**src/rtl/fetch_queue_pkg.sv**
```systemverilog
// Shared definitions for the fetch-to-decode instruction buffer.
package fetch_queue_pkg;

    localparam int BIN_DIG  = 32;
    localparam int FQ_DEPTH = 4;

    typedef struct packed {
        logic [BIN_DIG-1:0] pc;
        logic [BIN_DIG-1:0] inst;
    } fetch_pkt_t;

endpackage

```
**src/rtl/fetch_queue.sv**
```systemverilog
// In-order circular buffer of {pc, inst} packets between fetch and decode.
// A flush (redirect) empties the queue and wins over any push or pop that
// happens in the same cycle.
module fetch_queue
    import fetch_queue_pkg::*;
#(
    parameter int DEPTH = FQ_DEPTH,
    parameter int W     = BIN_DIG
) (
    input  logic                     clk,
    input  logic                     rst_n,
    input  logic                     in_valid,
    output logic                     in_ready,
    input  logic [W-1:0]             in_pc,
    input  logic [W-1:0]             in_inst,
    input  logic                     flush,
    output logic                     out_valid,
    input  logic                     out_ready,
    output logic [W-1:0]             out_pc,
    output logic [W-1:0]             out_inst,
    output logic [$clog2(DEPTH):0]   count
);

    localparam int PW = $clog2(DEPTH);
    localparam int CW = PW + 1;

    fetch_pkt_t      mem [DEPTH];
    logic [PW-1:0]   wp;
    logic [PW-1:0]   rp;
    logic [CW-1:0]   count_q;
    logic            push;
    logic            pop;

    // Handshake qualification; ready depends only on registered occupancy,
    // so a full queue never passes a packet through on a same-cycle pop.
    always_comb begin
        in_ready  = (count_q != CW'(DEPTH));
        out_valid = (count_q != '0);
        push      = in_valid && in_ready && !flush;
        pop       = out_valid && out_ready && !flush;
        count     = count_q;
    end

    // Head presentation; zero while empty so stale storage stays hidden.
    always_comb begin
        out_pc   = '0;
        out_inst = '0;
        if (out_valid) begin
            out_pc   = mem[rp].pc;
            out_inst = mem[rp].inst;
        end
    end

    // Packet storage; not reset, contents are only visible through rp.
    always_ff @(posedge clk) begin
        if (push) begin
            mem[wp].pc   <= in_pc;
            mem[wp].inst <= in_inst;
        end
    end

    // Pointer and occupancy bookkeeping; pointers wrap naturally at DEPTH.
    always_ff @(posedge clk or negedge rst_n) begin
        if (!rst_n) begin
            wp      <= '0;
            rp      <= '0;
            count_q <= '0;
        end else if (flush) begin
            wp      <= '0;
            rp      <= '0;
            count_q <= '0;
        end else begin
            if (push) wp <= wp + 1'b1;
            if (pop)  rp <= rp + 1'b1;
            case ({push, pop})
                2'b10:   count_q <= count_q + 1'b1;
                2'b01:   count_q <= count_q - 1'b1;
                default: count_q <= count_q;
            endcase
        end
    end

endmodule

```
**config.mk**
```make
export PLATFORM = sky130hd
export DESIGN_NAME = fetch_queue
export DESIGN_NICKNAME = d
export VERILOG_FILES = /design/src/rtl/fetch_queue_pkg.sv /design/src/rtl/fetch_queue.sv
export SDC_FILE = /design/constraint.sdc
export NUM_CORES = 1
export LEC_CHECK = 0
export CORE_MARGIN = 2
export CORE_UTILIZATION = 49
export CTS_CLUSTER_SIZE = 14
export DETAILED_ROUTE_END_ITERATION = 12
export PLACE_DENSITY = 0.75
export SLEW_MARGIN = 15
export SYNTH_ARGS = -nofsm -noshare
export SYNTH_HDL_FRONTEND = slang
export SYNTH_SLANG_ARGS = --single-unit
```
**constraint.sdc**
```tcl
create_clock -name clk -period 3.4 [get_ports clk]
set_input_delay 1.02 -clock clk [delete_from_list [all_inputs] [get_ports clk]]
set_output_delay 1.02 -clock clk [all_outputs]
set_load 0.02 [all_outputs]
```
# Yosys cells after proc, flatten, opt, wreduce, memory -nomap -nowiden
# Memory sizes are Yosys's and may differ from the RTL's.
# Cells that the tools add are included.
dict set report totals {
  ff_bits 7
  mem_bits_rw 256
  out_inout_bits 69
  word_cells 30
  memories 1
}
# memory words word_bits rd rd_clocked_by_memory_dff write_ports line_no
set mem_list {}
lappend mem_list {mem 4 64 1 0 1 fetch_queue.sv:27} ;# fetch_pkt_t mem [DEPTH];
dict set report op_classes {
  n_addsub 4
  eq_ne 3
  muxes 10
  reduce_logical 9
}
# op count
set op_table {}
lappend op_table {{2-to-1 mux 32 bit} 2}
lappend op_table {{2-to-1 mux 2 bit} 4}
lappend op_table {{one-hot mux 3 bit (2 select lines)} 1}
lappend op_table {{nonzero test 3 bit} 2}
lappend op_table {{adder 2 x 1 -> 2 bit, second input constant} 2}
lappend op_table {{logical AND 1 bit} 4}
lappend op_table {{nonzero test 2 bit} 2}
lappend op_table {{adder 3 x 1 -> 3 bit, second input constant} 1}
lappend op_table {{2-to-1 mux 3 bit} 1}
lappend op_table {{!= test 3 bit, second input constant} 1}
lappend op_table {{subtractor 3 x 1 -> 3 bit, second input constant} 1}
lappend op_table {{equality test 2 x 1 -> 1 bit, second input constant} 1}
lappend op_table {{equality test 2 bit, second input constant} 1}
lappend op_table {{2-to-1 mux 1 bit} 2}
lappend op_table {{zero test 1 bit} 1}

# Logic depth before layout (Yosys ltp)
dict set report depth {
  word_depth 6
  depth_mapped 9
  mapped_depth_nobuf 7
}

# Worst setup path after synthesis
# Ideal clock, no wire load.
dict set report synth_timing {
  path_type {input -> register}
  startpoint {input in_valid}
  endpoint {memory mem[0][0] (netlist bit), enable pin}
  setup_time_ps 429
  arrival_time_ps 2980
  setup_slack_ps -9
  path_stages 4
  n_path_buf 1
  path_cell_list {buf_2 -> nand2_1 -> nor2_1 -> and2_1}
}
dict set report synth_between {
  elab_chain_cells 4
}
# element line_no
set synth_rtl {}
lappend synth_rtl {{start: declaration} fetch_queue.sv:12} ;# input logic in_valid,
lappend synth_rtl {{logical AND 1 bit (2 in series)} fetch_queue.sv:39} ;# push = in_valid && in_ready && !flush;
lappend synth_rtl {{2-to-1 mux 1 bit} fetch_queue.sv:56} ;# if (push) begin
lappend synth_rtl {{2-to-1 mux 1 bit (implied by the code)} fetch_queue.sv:58} ;# mem[wp].inst <= in_inst;
lappend synth_rtl {{end: declaration} fetch_queue.sv:27}
# No other way between the ends.

# Worst setup path after layout
dict set report layout_timing {
  startpoint {register rp[0]}
  endpoint {output out_inst[0]}
}
dict set report layout_between {
  elab_chain_cells 2
}
# element line_no
set layout_rtl {}
lappend layout_rtl {{start: declaration} fetch_queue.sv:29} ;# logic [PW-1:0] rp;
lappend layout_rtl {{start signal: assignment} fetch_queue.sv:74} ;# if (pop) rp <= rp + 1'b1;
lappend layout_rtl {{memory read (4 x 64 bit)} -}
lappend layout_rtl {{2-to-1 mux 32 bit} fetch_queue.sv:48} ;# if (out_valid) begin
lappend layout_rtl {{end: declaration} fetch_queue.sv:20} ;# output logic [W-1:0] out_inst,
# No other way between the ends.

==> summary.txt <==
Crit path cell chain: buf_4 -> buf_12 -> mux4_2 -> and2_1 -> clkdlybuf4s15_1
Synth Net Count: 542
Area contributors post-synth: edfxtp_1 (75%), mux4_2 (14%), and2_1 (4.2%)
Rel. slew slack: 0.661
Worst slew pin tran: 0.508 ns
P per Cell Area: 582 mW/mm²
Initial drt markers: 439
Rows: 52
Largest net degree at the start of global routing: 39
Crit path max fanout: 12
DRC viols: 0
Worst hold margin: 0.619 ns
Largest area contributor in the netlist: edfxtp_1
Maximum vdd drop: 0.354 mV
Via-to-Cell Ratio: 5.53
Clk_skew: 0.0188 ns
Final core occ: 0.643
Post-Layout Cell Count: 940
HPWL Detailed: 12.1 mm
Crit path launch type: register
Synthesized area: 0.0102 mm²
Global-route wire length before repair: 32.2 mm
Final cycle utilization of the critical path: 0.984
Worst Hold Class: register to register
Ys Warns: 0
Vias: 5200
Worst-path clk slew: 0.06 ns
Routed Antenna Nets: 0
Fmax: 299 MHz
Post-layout min period: 3.35 ns
Vias in the first global route: 5596
CP top delay family: buffers and inverters
Core area: 0.0203 mm²
Biggest cell delay along the critical path: 0.54 ns
Flops & latches, synth: 263
IO Pins: 138
Die height: 148 µm
Setup Total Neg Slack: 0 ns
Overflow after GRT: 0
Area Overhead vs Synth: 28.0%
H-tree depth: 1
Worst Path Buf+Inv: 3
Syn Inst Count: 468
Clk buf depth: 3
Net count, final: 725
Initial Util: 0.502
Critical Path AT: 2.33 ns
Worst path slowest cell: mux4_2
Max Cap Violations: 0
Total Die Area: 0.0220 mm²
Synthesized area per cell: 21.8 µm²
WL/cell: 22.6 µm
Commonest non-fill, non-tap cell in the layout: edfxtp_1
Post-synth cell types: 32
Top FF cell, synth: edfxtp_1
CP required: 2.38 ns
Fin. max-slew vios: 0
Total clock buffers created by CTS: 26
Fraction of registers with async set or reset after synthesis: 0.0266
Post-synth EDFFs: 256
Leak Pwr: 4.40 nW
Initial antenna violation count: 0
Fin. Hold Viols: 0
# placed instances: 870
Routability cong.: 0.766
Total global-route track usage: 0.195
Final setup viols: 0
Synth top area share: 0.754
Clk_lat worst skew: 0.53 ns
Fillers: 1405
1st-pass router iterations: 5
Setup CP Type: register to output pin
Total Wirelength: 21.2 mm
CTS root buf: clkbuf_16
Register area share after synthesis: 0.771
Buffers on Ports: 137
Most frequent cells in the layout: edfxtp_1 (256), clkdlybuf4s50_1 (73), mux4_2 (64), and2_1 (64), dlygate4sd2_1 (31)
DIE WIDTH: 148 µm
Crit end category: output pin
Layout cells sized above 1: 0.237
Power Total: 7.60 mW
CTS tree: built
CTS sink cnt: 263
N_diodes: 0
Status: finished, final reports clean
==> final timing paths <==
check | cells past startpoint | end | slack (ns) | startpoint
setup reg to reg | 7 | count[1]$_DFFE_PN0P_ | 0.99 | count[2]$_DFFE_PN0P_
max in group asynchronous | 1 | rp[1]$_DFFE_PN0P_ | 2.30 | rst_n
hold reg to reg | 2 | wp[1]$_DFFE_PN0P_ | 0.62 | wp[1]$_DFFE_PN0P_
min in group asynchronous | 1 | rp[0]$_DFFE_PN0P_ | 0.78 | rst_n
setup / recovery | 5 | out_inst[0] | 0.05 | rp[0]$_DFFE_PN0P_
hold / removal | 2 | wp[1]$_DFFE_PN0P_ | 0.62 | wp[1]$_DFFE_PN0P_
==> power breakdown <==
group	internal, mW	switching (mW)
clock network	1.66	1.12
registers	3.67	0.0475
logic	0.542	0.555
==> through the flow <==
step                      area [µm²]  setup slack [ns]
final                          13100            0.0547
after global routing           13100           -0.0155
after CTS                      13000          0.000131
after detailed placement       12100             0.268
after global placement         12100             0.272
after floorplan                10200             0.691
==> per-layer routing <==
| layer | vias to the layer above | GRT usage | routed length, µm |
|---|---|---|---|
| met2 | 206 | 0.334 | 10700 |
| met4 | 0 | 0.0400 | 269 |
| li1 | 2267 | - | - |
| met1 | 2697 | 0.263 | 8770 |
| met5 | - | 0 | 0 |
| met3 | 30 | 0.0402 | 1490 |
==> registers in the layout, indices dropped and copies added, names as in the netlist <==
signal	flops
count	3
mem	256
rp	2
wp	2
==> Yosys cell counts (3+ instances only) <==
| cell | instances |
|---|---|
| a21oi_1 | 3 |
| nand3_1 | 4 |
| clkbuf_1 | 8 |
| and2_1 | 68 |
| dfrtp_1 | 7 |
| mux4_2 | 64 |
| buf_6 | 5 |
| buf_2 | 10 |
| ha_1 | 4 |
| edfxtp_1 | 256 |
| nor2_1 | 7 |
| nand2_1 | 6 |
==> worst reg2reg max path, cell delays in order, from the launching register on <==
cell and delay [ns]:
dfrtp_1 0.56, or3_4 0.56, nand2_1 0.14, nor3b_1 0.08
fa_1 0.53, o311a_1 0.16, a21oi_1 0.06, nor3_1 0.21
==> logic make-up after synthesis <==
family                     Yosys count  share of synthesized area
AOI/OAI and AO/OA                   11                    0.00712
xor gates and xnor gates             4                    0.00344
adders and majority gates            5                    0.00687
buffers and inverters               27                     0.0156
DFF                                263                      0.771
muxes                               64                      0.141
and+or+nand+nor                     94                     0.0547
==> final cells by class <==
| class | count | area [µm²] | area share |
|---|---|---|---|
| repair buffers | 177 | 1780 | 0.136 |
| clock inverters | 11 | 134 | 0.0103 |
| inverters | 2 | 7.51 | 0.000575 |
| clock buffers | 36 | 698 | 0.0535 |
| well taps | 270 | 338 | 0.0259 |
| multi-input cells | 181 | 2220 | 0.170 |
| flip-flops and latches | 263 | 7870 | 0.603 |
==> timing repair <==
action / in CTS / in global routing
buffers inserted: 12 / 7
hold buffers: 0 / 0
resized for setup: 94 / 27
setup endpoints to repair: 65 / 34
gates cloned: 4 / 0
pin swaps: 1 / 0
Power figures use the tool's default switching activity.
